==> config.mk <==
export PLATFORM = sky130hd
export DESIGN_NAME = imm_extend_pipe
export DESIGN_NICKNAME = d
export VERILOG_FILES = /design/src/rtl/imm_ext_pkg.sv /design/src/rtl/imm_ext_fifo.sv /design/src/rtl/imm_extend_pipe.sv
export SDC_FILE = /design/constraint.sdc
export NUM_CORES = 1
export LEC_CHECK = 0
export ABC_AREA = 1
export ABC_CLOCK_PERIOD_IN_PS = 4800
export CORE_AREA = 8 8 104 106
export DETAILED_ROUTE_END_ITERATION = 6
export DIE_AREA = 0 0 112 114
export PLACE_DENSITY = 0.77
export RECOVER_POWER = 50
export SKIP_LAST_GASP = 1
export SYNTH_ARGS = -nofsm -noshare
export SYNTH_HDL_FRONTEND = slang
export SYNTH_HIERARCHICAL = 1
export SYNTH_SLANG_ARGS = --single-unit
==> constraint.sdc <==
create_clock -name clk -period 4.8 [get_ports clk]
set_input_delay 0.96 -clock clk [delete_from_list [all_inputs] [get_ports clk]]
set_output_delay 0.96 -clock clk [all_outputs]
set_load 0.03 [all_outputs]
==> src/rtl/imm_ext_pkg.sv <==
// Shared mode encodings and the reference-width immediate extender for the SEQ operand path.
package imm_ext_pkg;

    localparam int unsigned IMM_EXT_IMM_W  = 16;
    localparam int unsigned IMM_EXT_DATA_W = 32;
    localparam int unsigned IMM_EXT_FILL_W = IMM_EXT_DATA_W - IMM_EXT_IMM_W;

    typedef logic [1:0] imm_mode_t;

    localparam imm_mode_t IMM_ZEXT   = 2'b00;
    localparam imm_mode_t IMM_SEXT   = 2'b01;
    localparam imm_mode_t IMM_UPPER  = 2'b10;
    localparam imm_mode_t IMM_BRANCH = 2'b11;

    // BRANCH is the sign-extended value scaled by 4; the top two fill bits fall off.
    function automatic logic [IMM_EXT_DATA_W-1:0] imm_extend(
        input logic [IMM_EXT_IMM_W-1:0] imm,
        input imm_mode_t                mode
    );
        logic [IMM_EXT_DATA_W-1:0] sext;
        sext = {{IMM_EXT_FILL_W{imm[IMM_EXT_IMM_W-1]}}, imm};
        case (mode)
            IMM_ZEXT:  imm_extend = {{IMM_EXT_FILL_W{1'b0}}, imm};
            IMM_SEXT:  imm_extend = sext;
            IMM_UPPER: imm_extend = {imm, {IMM_EXT_FILL_W{1'b0}}};
            default:   imm_extend = {sext[IMM_EXT_DATA_W-3:0], 2'b00};
        endcase
    endfunction

endpackage

==> src/rtl/imm_ext_fifo.sv <==
// In-order circular output buffer with registered head data and valid.
module imm_ext_fifo #(
    parameter int unsigned DATA_W = 32,
    parameter int unsigned DEPTH  = 2
) (
    input  logic                     clk,
    input  logic                     rst,
    input  logic                     in_valid,
    output logic                     in_ready,
    input  logic [DATA_W-1:0]        in_data,
    output logic                     out_valid,
    input  logic                     out_ready,
    output logic [DATA_W-1:0]        out_data,
    output logic [$clog2(DEPTH):0]   out_count
);

    localparam int unsigned PTR_W = $clog2(DEPTH);
    localparam int unsigned CNT_W = PTR_W + 1;

    logic [DATA_W-1:0] mem_q [DEPTH];
    logic [DATA_W-1:0] mem_d [DEPTH];
    logic [PTR_W-1:0]  rd_ptr_q, rd_ptr_d;
    logic [PTR_W-1:0]  wr_ptr_q, wr_ptr_d;
    logic [CNT_W-1:0]  count_q, count_d;
    logic              out_valid_q, out_valid_d;
    logic [DATA_W-1:0] out_data_q, out_data_d;
    logic              push_c;
    logic              pop_c;

    // Space is judged on stored state only, and never while reset is asserted.
    assign in_ready  = ~rst & (count_q < CNT_W'(DEPTH));
    assign push_c    = in_valid & in_ready;
    assign pop_c     = out_valid_q & out_ready;
    assign out_valid = out_valid_q;
    assign out_data  = out_data_q;
    assign out_count = count_q;

    always_comb begin
        mem_d    = mem_q;
        wr_ptr_d = wr_ptr_q;
        rd_ptr_d = rd_ptr_q;
        count_d  = count_q;

        if (push_c) begin
            mem_d[wr_ptr_q] = in_data;
            wr_ptr_d        = wr_ptr_q + PTR_W'(1);
        end
        if (pop_c) begin
            rd_ptr_d = rd_ptr_q + PTR_W'(1);
        end

        case ({push_c, pop_c})
            2'b10:   count_d = count_q + CNT_W'(1);
            2'b01:   count_d = count_q - CNT_W'(1);
            default: count_d = count_q;
        endcase

        // Head is pre-computed so the outputs come straight from flops; empty forces zero.
        out_valid_d = (count_d != '0);
        out_data_d  = out_valid_d ? mem_d[rd_ptr_d] : '0;
    end

    always_ff @(posedge clk) begin
        if (rst) begin
            rd_ptr_q    <= '0;
            wr_ptr_q    <= '0;
            count_q     <= '0;
            out_valid_q <= 1'b0;
            out_data_q  <= '0;
        end else begin
            rd_ptr_q    <= rd_ptr_d;
            wr_ptr_q    <= wr_ptr_d;
            count_q     <= count_d;
            out_valid_q <= out_valid_d;
            out_data_q  <= out_data_d;
        end
    end

    // Storage needs no reset: entries are only observed through valid pointers.
    always_ff @(posedge clk) begin
        mem_q <= mem_d;
    end

endmodule

==> src/rtl/imm_extend_pipe.sv <==
// Registered immediate-extension stage between decode and the ALU operand mux.
module imm_extend_pipe
    import imm_ext_pkg::*;
#(
    parameter int unsigned IMM_W  = 16,
    parameter int unsigned DATA_W = 32,
    parameter int unsigned DEPTH  = 2
) (
    input  logic                     clk,
    input  logic                     rst,
    input  logic                     in_valid,
    output logic                     in_ready,
    input  logic [IMM_W-1:0]         in_imm,
    input  logic [1:0]               in_mode,
    output logic                     out_valid,
    input  logic                     out_ready,
    output logic [DATA_W-1:0]        out_data,
    output logic [$clog2(DEPTH):0]   out_count
);

    localparam int unsigned FILL_W = DATA_W - IMM_W;

    logic [DATA_W-1:0] ext_data_c;

    // The package extender covers the reference widths; other widths use the same rules inline.
    if (IMM_W == IMM_EXT_IMM_W && DATA_W == IMM_EXT_DATA_W) begin : g_pkg_ext
        assign ext_data_c = imm_extend(in_imm, in_mode);
    end else begin : g_gen_ext
        logic [DATA_W-1:0] sext_c;
        always_comb begin
            sext_c = {{FILL_W{in_imm[IMM_W-1]}}, in_imm};
            case (in_mode)
                IMM_ZEXT:  ext_data_c = {{FILL_W{1'b0}}, in_imm};
                IMM_SEXT:  ext_data_c = sext_c;
                IMM_UPPER: ext_data_c = {in_imm, {FILL_W{1'b0}}};
                default:   ext_data_c = {sext_c[DATA_W-3:0], 2'b00};
            endcase
        end
    end

    imm_ext_fifo #(
        .DATA_W (DATA_W),
        .DEPTH  (DEPTH)
    ) u_fifo (
        .clk       (clk),
        .rst       (rst),
        .in_valid  (in_valid),
        .in_ready  (in_ready),
        .in_data   (ext_data_c),
        .out_valid (out_valid),
        .out_ready (out_ready),
        .out_data  (out_data),
        .out_count (out_count)
    );

endmodule

; ---- After elaboration in Yosys (flattened, before gate mapping)
; Cells that the tools add are included.
[word_totals]
mem_bits_rw = 0
romBits = 0
register_bits = 101
latch_bits = 0
wordCells = 40
mem_count = 0
[op_classes]
n_eq_ne = 4
mul = 0
muxes = 10
n_div = 0
shift = 0
addsub = 4
n_reduce_logical = 4
bitwise = 7
order_cmp = 4
[ops]
columns = operator, count
row1 = 32-bit two-way mux, 4
row2 = 32-bit case mux with 3 select lines, 1
row3 = 64-bit bitwise mux, 1
row4 = 64-bit two-way mux, 1
row5 = 32-bit demux with 1-bit select, 1
row6 = "2-bit by 1-bit == test with 1-bit output, second input constant", 2
row7 = "2-bit == test, second input constant", 2
row8 = "2-bit greater-or-equal comparator, second input constant", 2
row9 = 1-bit NOT with 2-bit output, 2
row10 = 2-bit case mux with 2 select lines, 1
row11 = 1-bit bitwise AND, 3
row12 = "1-bit adder, second input constant", 2
row13 = "2-bit by 1-bit adder with 2-bit output, second input constant", 1
row14 = 2-bit zero test, 1
row15 = "2-bit by 1-bit < comparator with 1-bit output, second input constant", 1
row16 = "2-bit < comparator, second input constant", 1
row17 = 1-bit NOT, 2
row18 = 2-bit nonzero test, 1
row19 = 2-bit OR reduction, 1
row20 = "2-bit by 1-bit subtractor with 2-bit output, second input constant", 1
row21 = 1-bit logical AND, 1
row22 = 1-bit two-way mux, 1

; ---- Logic depth before layout (Yosys ltp)
; Gate-level depths: netlist (run 1).
[depth]
word_depth = 10
depth_mapped = 14

; ---- Hierarchy
; Netlist (run 1), hierarchy kept.
[by_module_without_submodules]
columns = module, area_each_um2, cells_each, n_inst, seq_area_each_um2
row1 = imm_ext_fifo, 4454.3, 620, 1, 2021.9
row2 = imm_extend_pipe, 407.9, 87, 1, 0.0

; ---- Least setup slack after synthesis (run 1)
; No wires, ideal clock.
[synth_timing]
kind = input port to flip-flop
start = in rst
end = reg u_fifo.out_data_q[10] (netlist: u_fifo/out_data[10])
setup_time_ns = 0.109
setup_slack_ns = 2.236
arrival_ns = 2.455
path_stages = 12
cell_sequence = nor2_4 > buf_4 > buf_4 > nand2_1 > ha_1 > inv_1 > nand4_1 > nand3_1 > nand2_1 > buf_2 > nand2_1 > inv_1
[synth_between]
elab_chain_len = 8
[synth_lines]
columns = element, line_no
row1 = "start, declared", imm_extend_pipe.sv:10  ; input logic rst,
row2 = 1-bit NOT (*), imm_ext_fifo.sv:31  ; assign in_ready = ~rst & (count_q < CNT_W'(DEPTH));
row3 = 1-bit bitwise AND (*), imm_ext_fifo.sv:31
row4 = net in_ready, imm_extend_pipe.sv:12  ; output logic in_ready,
row5 = 1-bit bitwise AND (*), imm_ext_fifo.sv:32  ; assign push_c = in_valid & in_ready;
row6 = 2-bit by 1-bit == test with 1-bit output or 2-bit == test (tied branches), imm_ext_fifo.sv:52  ; case ({push_c, pop_c})
row7 = 2-bit case mux with 2 select lines, imm_ext_fifo.sv:52
row8 = 2-bit nonzero test, imm_ext_fifo.sv:59  ; out_valid_d = (count_d != '0);
row9 = 1-bit NOT (no source line), --
row10 = 2-bit OR reduction (no source line), --
row11 = "end signal, assigned", imm_ext_fifo.sv:75  ; out_data_q <= out_data_d;
row12 = "end, declared", imm_ext_fifo.sv:26  ; logic [DATA_W-1:0] out_data_q, out_data_d;
; Mark *: on every way through the listed nets, which the timed path passes. The rest lies on a longest branch. The select of a mux whose other input is x is not followed.
; A chain may end at the register's enable or synchronous reset.

; ---- Worst setup path after layout (run 1)
[layout_timing]
start = in rst
end = out in_ready
[layout_between]
elab_chain_len = 2
[layout_lines]
columns = element, line_no
row1 = 1-bit NOT, imm_ext_fifo.sv:31
row2 = 1-bit bitwise AND, imm_ext_fifo.sv:31
row3 = "end, declared", imm_extend_pipe.sv:12
; Every way passes these cells.

==> impl_results.md, run 1 <==
- Fillers: roughly 880
- Setup crit end kind: output pin
- Fin Clk Skew: 0.00818 ns
- Adder-cell share of the synthesized area: 0.00257
- Cts bufs inserted: 9
- CTS clk-pin slew, worst paths: about 0.080 ns
- Root Driver: clkbuf_8
- Hold WC Path Type: register to register
- # DRC: 0
- N_diodes: 0
- Via Count: between 4,000 and 5,000
- PD cells: roughly 510 nW/um2
- Cells after Synth: slightly above 700
- Remaining global-route overflow: 0
- Synth top cells by count: nand2_1, inv_1, nand3_1
- Synthesis-to-finish area growth: 14.5%
- Status: finished clean
- Post-synthesis simple-gate area fraction: 0.410
- Post-route ant nets: 0
- Avg Inst Size Synth: between 6 and 7 um2
- RSZ-0062 raised after global routing: no
- Global-route wire length before repair: roughly 19,000 um
- Multiplexer share of the synthesized area: 0
- Placed insts: 838
- Tot Pwr: 2.84 mW
- Final #Nets: roughly 760
- Kind of critical path: input port to output pin
- WL/cell: 13.7 um
- Fin cells: between 800 and 900
- Total routed wirelength: around 12,000 um
- Cts hold-fix bufs: 0
- Largest net degree at the start of global routing: 67
- Worst VDD drop: 0.000258 V
- Count leader, synth: nand2_1
- Post-CTS setup buffers: 0
- Clock latency on the worst-skew pair: 0.36 ns
- Crit path max fanout: 4
- Iteration-0 DRC Markers: roughly 320
- Min cycle time layout: between 3 and 4 ns
- RePlAce Congestion: 0.888
- Critical R2R Launch: u_fifo/out_count[1]
- Yosys Warn Count: 6
- I/O pin count: just under 60
- DR pass1 iterations: 4
- Largest family of logic cells by synthesized area: simple AND/OR/NAND/NOR gates
- Row count: 35
- CORE AREA: approximately 9000 um2
- Slew headroom: 0.181
- Xor/xnor cell area share of the yosys netlist: 0
- CP required: 3.84 ns
- Syn Std Cell Area: approximately 4900 um2
- CTS tree: built
- CTS Sinks: 101
- Crit path largest cell delay: about 0.74 ns
- Flops & latches, synth: 101
- Register area share after synthesis: 0.416
- Final Cycle Share: 0.721
- Hold path depth: 3
- Post-synth top area cell: dfxtp_1
- Cts repair resizes: 0
- I/O Buffers: 57
- Clock Path Buffers: 2
- Share of flip-flops with an asynchronous set or reset: 0
- Ys flop type: dfxtp_1
- Slowest cell on the critical path: clkdlybuf4s50_1
- Initial antenna violation count: 0
- Die extent in y: 114 um
- Synth Area in Compound Gates: 0.0113
- Worst Path Arrival: 2.50 ns
- Hold Vio Cnt, Final: 0
- Setup TNS: 0 ns
- Hold worst-path end: u_fifo/mem_q[41]
- RR Endpoint: u_fifo/out_data[30]
- Post-synthesis cell type count: 17
- Critical Path, Cell by Cell: dlygate4sd3_1, nor2_1, clkdlybuf4s50_1
- R2R setup slack: 2.29 ns
- Share of the synthesized area in the top cell type: 0.416
- HPWL Detailed: 7750 um
- Layout cells sized above 1: 0.0337
- LEAKAGE: 3.08 nW
- Max-cap violations: 0
- Post-Syn Nets: 730
- Worst-Margin Slew: 1.23 ns
- Number of flops mapped to enable cells by yosys: 0
- Top cells by area, synth: dfxtp_1, nand2_1, nand3_1
- Die ar.: 12,800 um2
- Final Max Slew Viols: 0
- DIE WIDTH: 112 um
- Crit start category: input port
- Fmax: 0.289 GHz
- Vias in the first global route: 4,261
- Vias/cell: between 5 and 6
- Worst Reg-to-Reg Cells: 8
- Initial core utilization: 0.534
- H-tree depth: 3
- Tot GR Track Use: 0.183
- Setup violators final: 0
- HP Start: u_fifo/mem_q[41]
## cells in the final DEF, fill, tap and decap left out, types with 3 or more instances in the layout
cell type	count
and2_0	7
and2_1	57
buf_4	6
clkbuf_1	3
clkbuf_8	9
clkdlybuf4s50_1	19
dfxtp_1	101
dlygate4sd3_1	37
inv_1	144
nand2_1	159
nand3_1	109
nand4_1	65
nor2_1	4
o21ai_0	9
## power by group
| group | total [mW] | switching [mW] | leakage (nW) | internal (mW) |
|---|---|---|---|---|
| combinational | 1.12 | 0.700 | 2.14 | 0.419 |
| sequential | 1.19 | 0.0718 | 0.844 | 1.12 |
| clock | 0.525 | 0.283 | 0.0967 | 0.241 |
| total | 2.84 | 1.06 | 3.08 | 1.78 |
## state kept, by name, indices dropped and copies added (netlist names)
register / flops
u_fifo/rd_ptr_q: 1
u_fifo/out_valid: 1
u_fifo/out_count: 2
u_fifo/wr_ptr_q: 1
u_fifo/out_data: 32
u_fifo/mem_q: 64
## worst max-delay path by stage
| stage | start | end | cells past startpoint | slack (ns) |
|---|---|---|---|---|
| finish | rst | in_ready | 3 | 1.34 |
| detailed placement | rst | u_fifo/out_data[6] | 11 | 1.22 |
| global placement | rst | u_fifo/out_data[26] | 11 | 1.32 |
| global route | rst | u_fifo/out_data[21] | 9 | 1.16 |
| CTS | rst | in_ready | 3 | 1.50 |
| floorplan | rst | u_fifo/out_data[10] | 12 | 2.24 |
## through the flow
stage	util	hold slack [ns]	worst slack [ns]	instance area [um2]
6_report	0.611	0.543	1.34	5570
5_1_grt	0.611	0.570	1.16	5570
4_1_cts	0.613	0.549	1.50	5580
3_5_place_dp	0.592	0.521	1.22	5390
3_3_place_gp	0.592	0.518	1.32	5390
2_1_floorplan	-	0.505	2.24	4860
## cell type report
| cell class | count | area, um2 | share of cell area |
|---|---|---|---|
| clock inverters | 5 | 61.3 | 0.0110 |
| repair buffers | 65 | 618 | 0.111 |
| multi-input cells | 415 | 2050 | 0.369 |
| inverters | 146 | 548 | 0.0984 |
| flip-flops and latches | 101 | 2020 | 0.363 |
| clock buffers | 10 | 128 | 0.0229 |
| well taps | 111 | 139 | 0.0249 |
## logic make-up (layout without fill, tap and decap cells)
group,Yosys count,after routing
adders and majority gates,1,1
buffers and inverters,191,226
and+or+nand+nor,403,403
DFF,101,101
AOI/OAI and AO/OA,11,11
## layer usage
layer,track usage,part of all wire
met1,0.220,0.44
met2,0.317,0.48
met3,0.0343,0.065
met4,0.0773,0.013
met5,0,0
## worst max-delay path, delay by kind of cell
family,cells,cell delay [ns]
AND/OR/NAND/NOR,1,0.20
buffers and inverters,2,1.34
Power figures use the tool's default switching activity.
==> inputs of run 2 (changes only) <==
Settings changed: ABC_CLOCK_PERIOD_IN_PS 4800 to 3400.
Clock period 4.8 ns to 3.4 ns, I/O delays scaled along.
==> impl_results.md, run 2 (synthesis gave the netlist of run 1 again) <==
- DIE WIDTH: approximately 110 um
- DR pass1 iterations: 7
- Slowest cell on the critical path: dlygate4sd3_1
- Critical Path, Cell by Cell: dlygate4sd3_1, nor2_1, buf_12, buf_4
- Final Cycle Share: 0.812
- H-tree depth: 3
- Hold Vio Cnt, Final: 0
- # DRC: 0
- Final hold slack: 0.544 ns
- Final Max Slew Viols: 0
- Worst Reg-to-Reg Cells: 9
- Commonest non-fill, non-tap cells in the layout: nand2_1, inv_1, nand3_1
- Hold worst-path end: u_fifo/mem_q[18]
- Max-cap violations: 0
- Hold WC Path Type: register to register
- Setup violators final: 0
- Cts repair resizes: 0
- R2R setup slack: 0.84 ns
- Critical R2R Launch: u_fifo/wr_ptr_q
- Hold path depth: 3
- Clock Path Buffers: 2
- Tot Pwr: around 4 mW
- WL/cell: approximately 14 um
- Total routed wirelength: 11,700 um
- Vias/cell: 5.21
- Status: finished clean
- RSZ-0062 raised after global routing: no
- Die extent in y: roughly 110 um
- Crit path max fanout: 67
- CTS clk-pin slew, worst paths: roughly 0.090 ns
- Iteration-0 DRC Markers: between 300 and 400
- Layout cells sized above 1: 0.0349
- Post-CTS setup buffers: 0
- Max FFs per register: 64
- Worst Path Arrival: 2.08 ns
- Largest net degree at the start of global routing: 68
- N_diodes: 0
- Place WS: 0.602 ns
- Crit path largest cell delay: approximately 0.60 ns
- Worst-Margin Slew: just under 1 ns
- Kind of critical path: input port to output pin
- Remaining global-route overflow: 0
- Die ar.: ~13,000 um2
- Post-route ant nets: 0
- Synthesis-to-finish area growth: 14.9%
- CORE AREA: 9110 um2
- Initial core utilization: 0.534
- Root Driver: clkbuf_8
- Via Count: 4,466
- Cts hold-fix bufs: 0
- CP required: ~2.7 ns
- Cts bufs inserted: 9
- Crit start category: input port
- I/O pin count: 58
- Fmax: 0.362 GHz
- Tot GR Track Use: 0.187
- Clock latency on the worst-skew pair: 0.35 ns
- CTS tree: built
- LEAKAGE: about 3 nW
- Worst VDD drop: 0.000484 V
- PD cells: approximately 720 nW/um2
- Slew headroom: 0.356
- RR Endpoint: u_fifo/out_data[30]
- Fin Clk Skew: 0.00747 ns
- Leading cell type in the layout, fill and taps excluded: nand2_1
- Setup crit end kind: output pin
- Vias in the first global route: 4,342
- Final #Nets: 765
- Initial antenna violation count: 0
- Global-route wire length before repair: 19,900 um
- Most flops, register: u_fifo/mem_q
- HP Start: u_fifo/mem_q[18]
- HPWL Detailed: 7850 um
- I/O Buffers: 57
- Row count: 35
- Setup TNS: 0 ns
- RePlAce Congestion: 0.936
- Final WS setup: 0.639 ns
- Min cycle time layout: 2.76 ns
- CTS Sinks: 101
[run 2: through the flow]
step | cell area, um2 | std cells | utilization
final | 5590 | 857 | 0.613
after global routing | 5590 | 857 | 0.613
after CTS | 5620 | 857 | 0.616
after detailed placement | 5430 | 842 | 0.597
after global placement | 5430 | 842 | 0.597
after floorplan | 4860 | 707 | -
[run 2: routing by layer]
layer / vias to the layer above / track usage / share of wire
met4: 0 / 0.0638 / 0.0088
met3: 12 / 0.0433 / 0.070
met1: 2043 / 0.227 / 0.45
met2: 145 / 0.318 / 0.47
met5: - / 0 / 0
li1: 2266 / - / -
[run 2: layout make-up]
type | instances | area [um2]
clock buffer | 11 | 131
clock inverter | 4 | 50.0
fill | 844 | 3520
inverter | 146 | 548
multi-input combinational | 415 | 2050
sequential | 101 | 2020
tap | 111 | 139
timing repair buffer | 69 | 651
[run 2: worst max-delay path: cells and delay by family]
family / cells / cell delay [ns]
simple gates: 1 / 0.24
buf+inv: 3 / 1.10
[run 2: how the worst max path moves through the flow]
| stage | from | end | slack (ns) | cells past startpoint |
|---|---|---|---|---|
| 2_1_floorplan | rst | u_fifo/out_data[10] | 1.12 | 12 |
| 5_1_grt | rst | u_fifo/out_data[12] | 0.55 | 10 |
| 3_5_place_dp | in_mode[1] | u_fifo/out_data[24] | 0.60 | 10 |
| 3_3_place_gp | in_mode[1] | u_fifo/out_data[18] | 0.68 | 10 |
| 6_report | rst | in_ready | 0.64 | 4 |
| 4_1_cts | rst | in_ready | 0.84 | 4 |
[run 2: report_power, final]
| group | switching (mW) | internal (mW) | leakage, nW |
|---|---|---|---|
| sequential | 0.0948 | 1.58 | 0.844 |
| combinational | 0.989 | 0.601 | 2.15 |
| clock | 0.397 | 0.336 | 0.0854 |
| total | 1.48 | 2.52 | 3.08 |
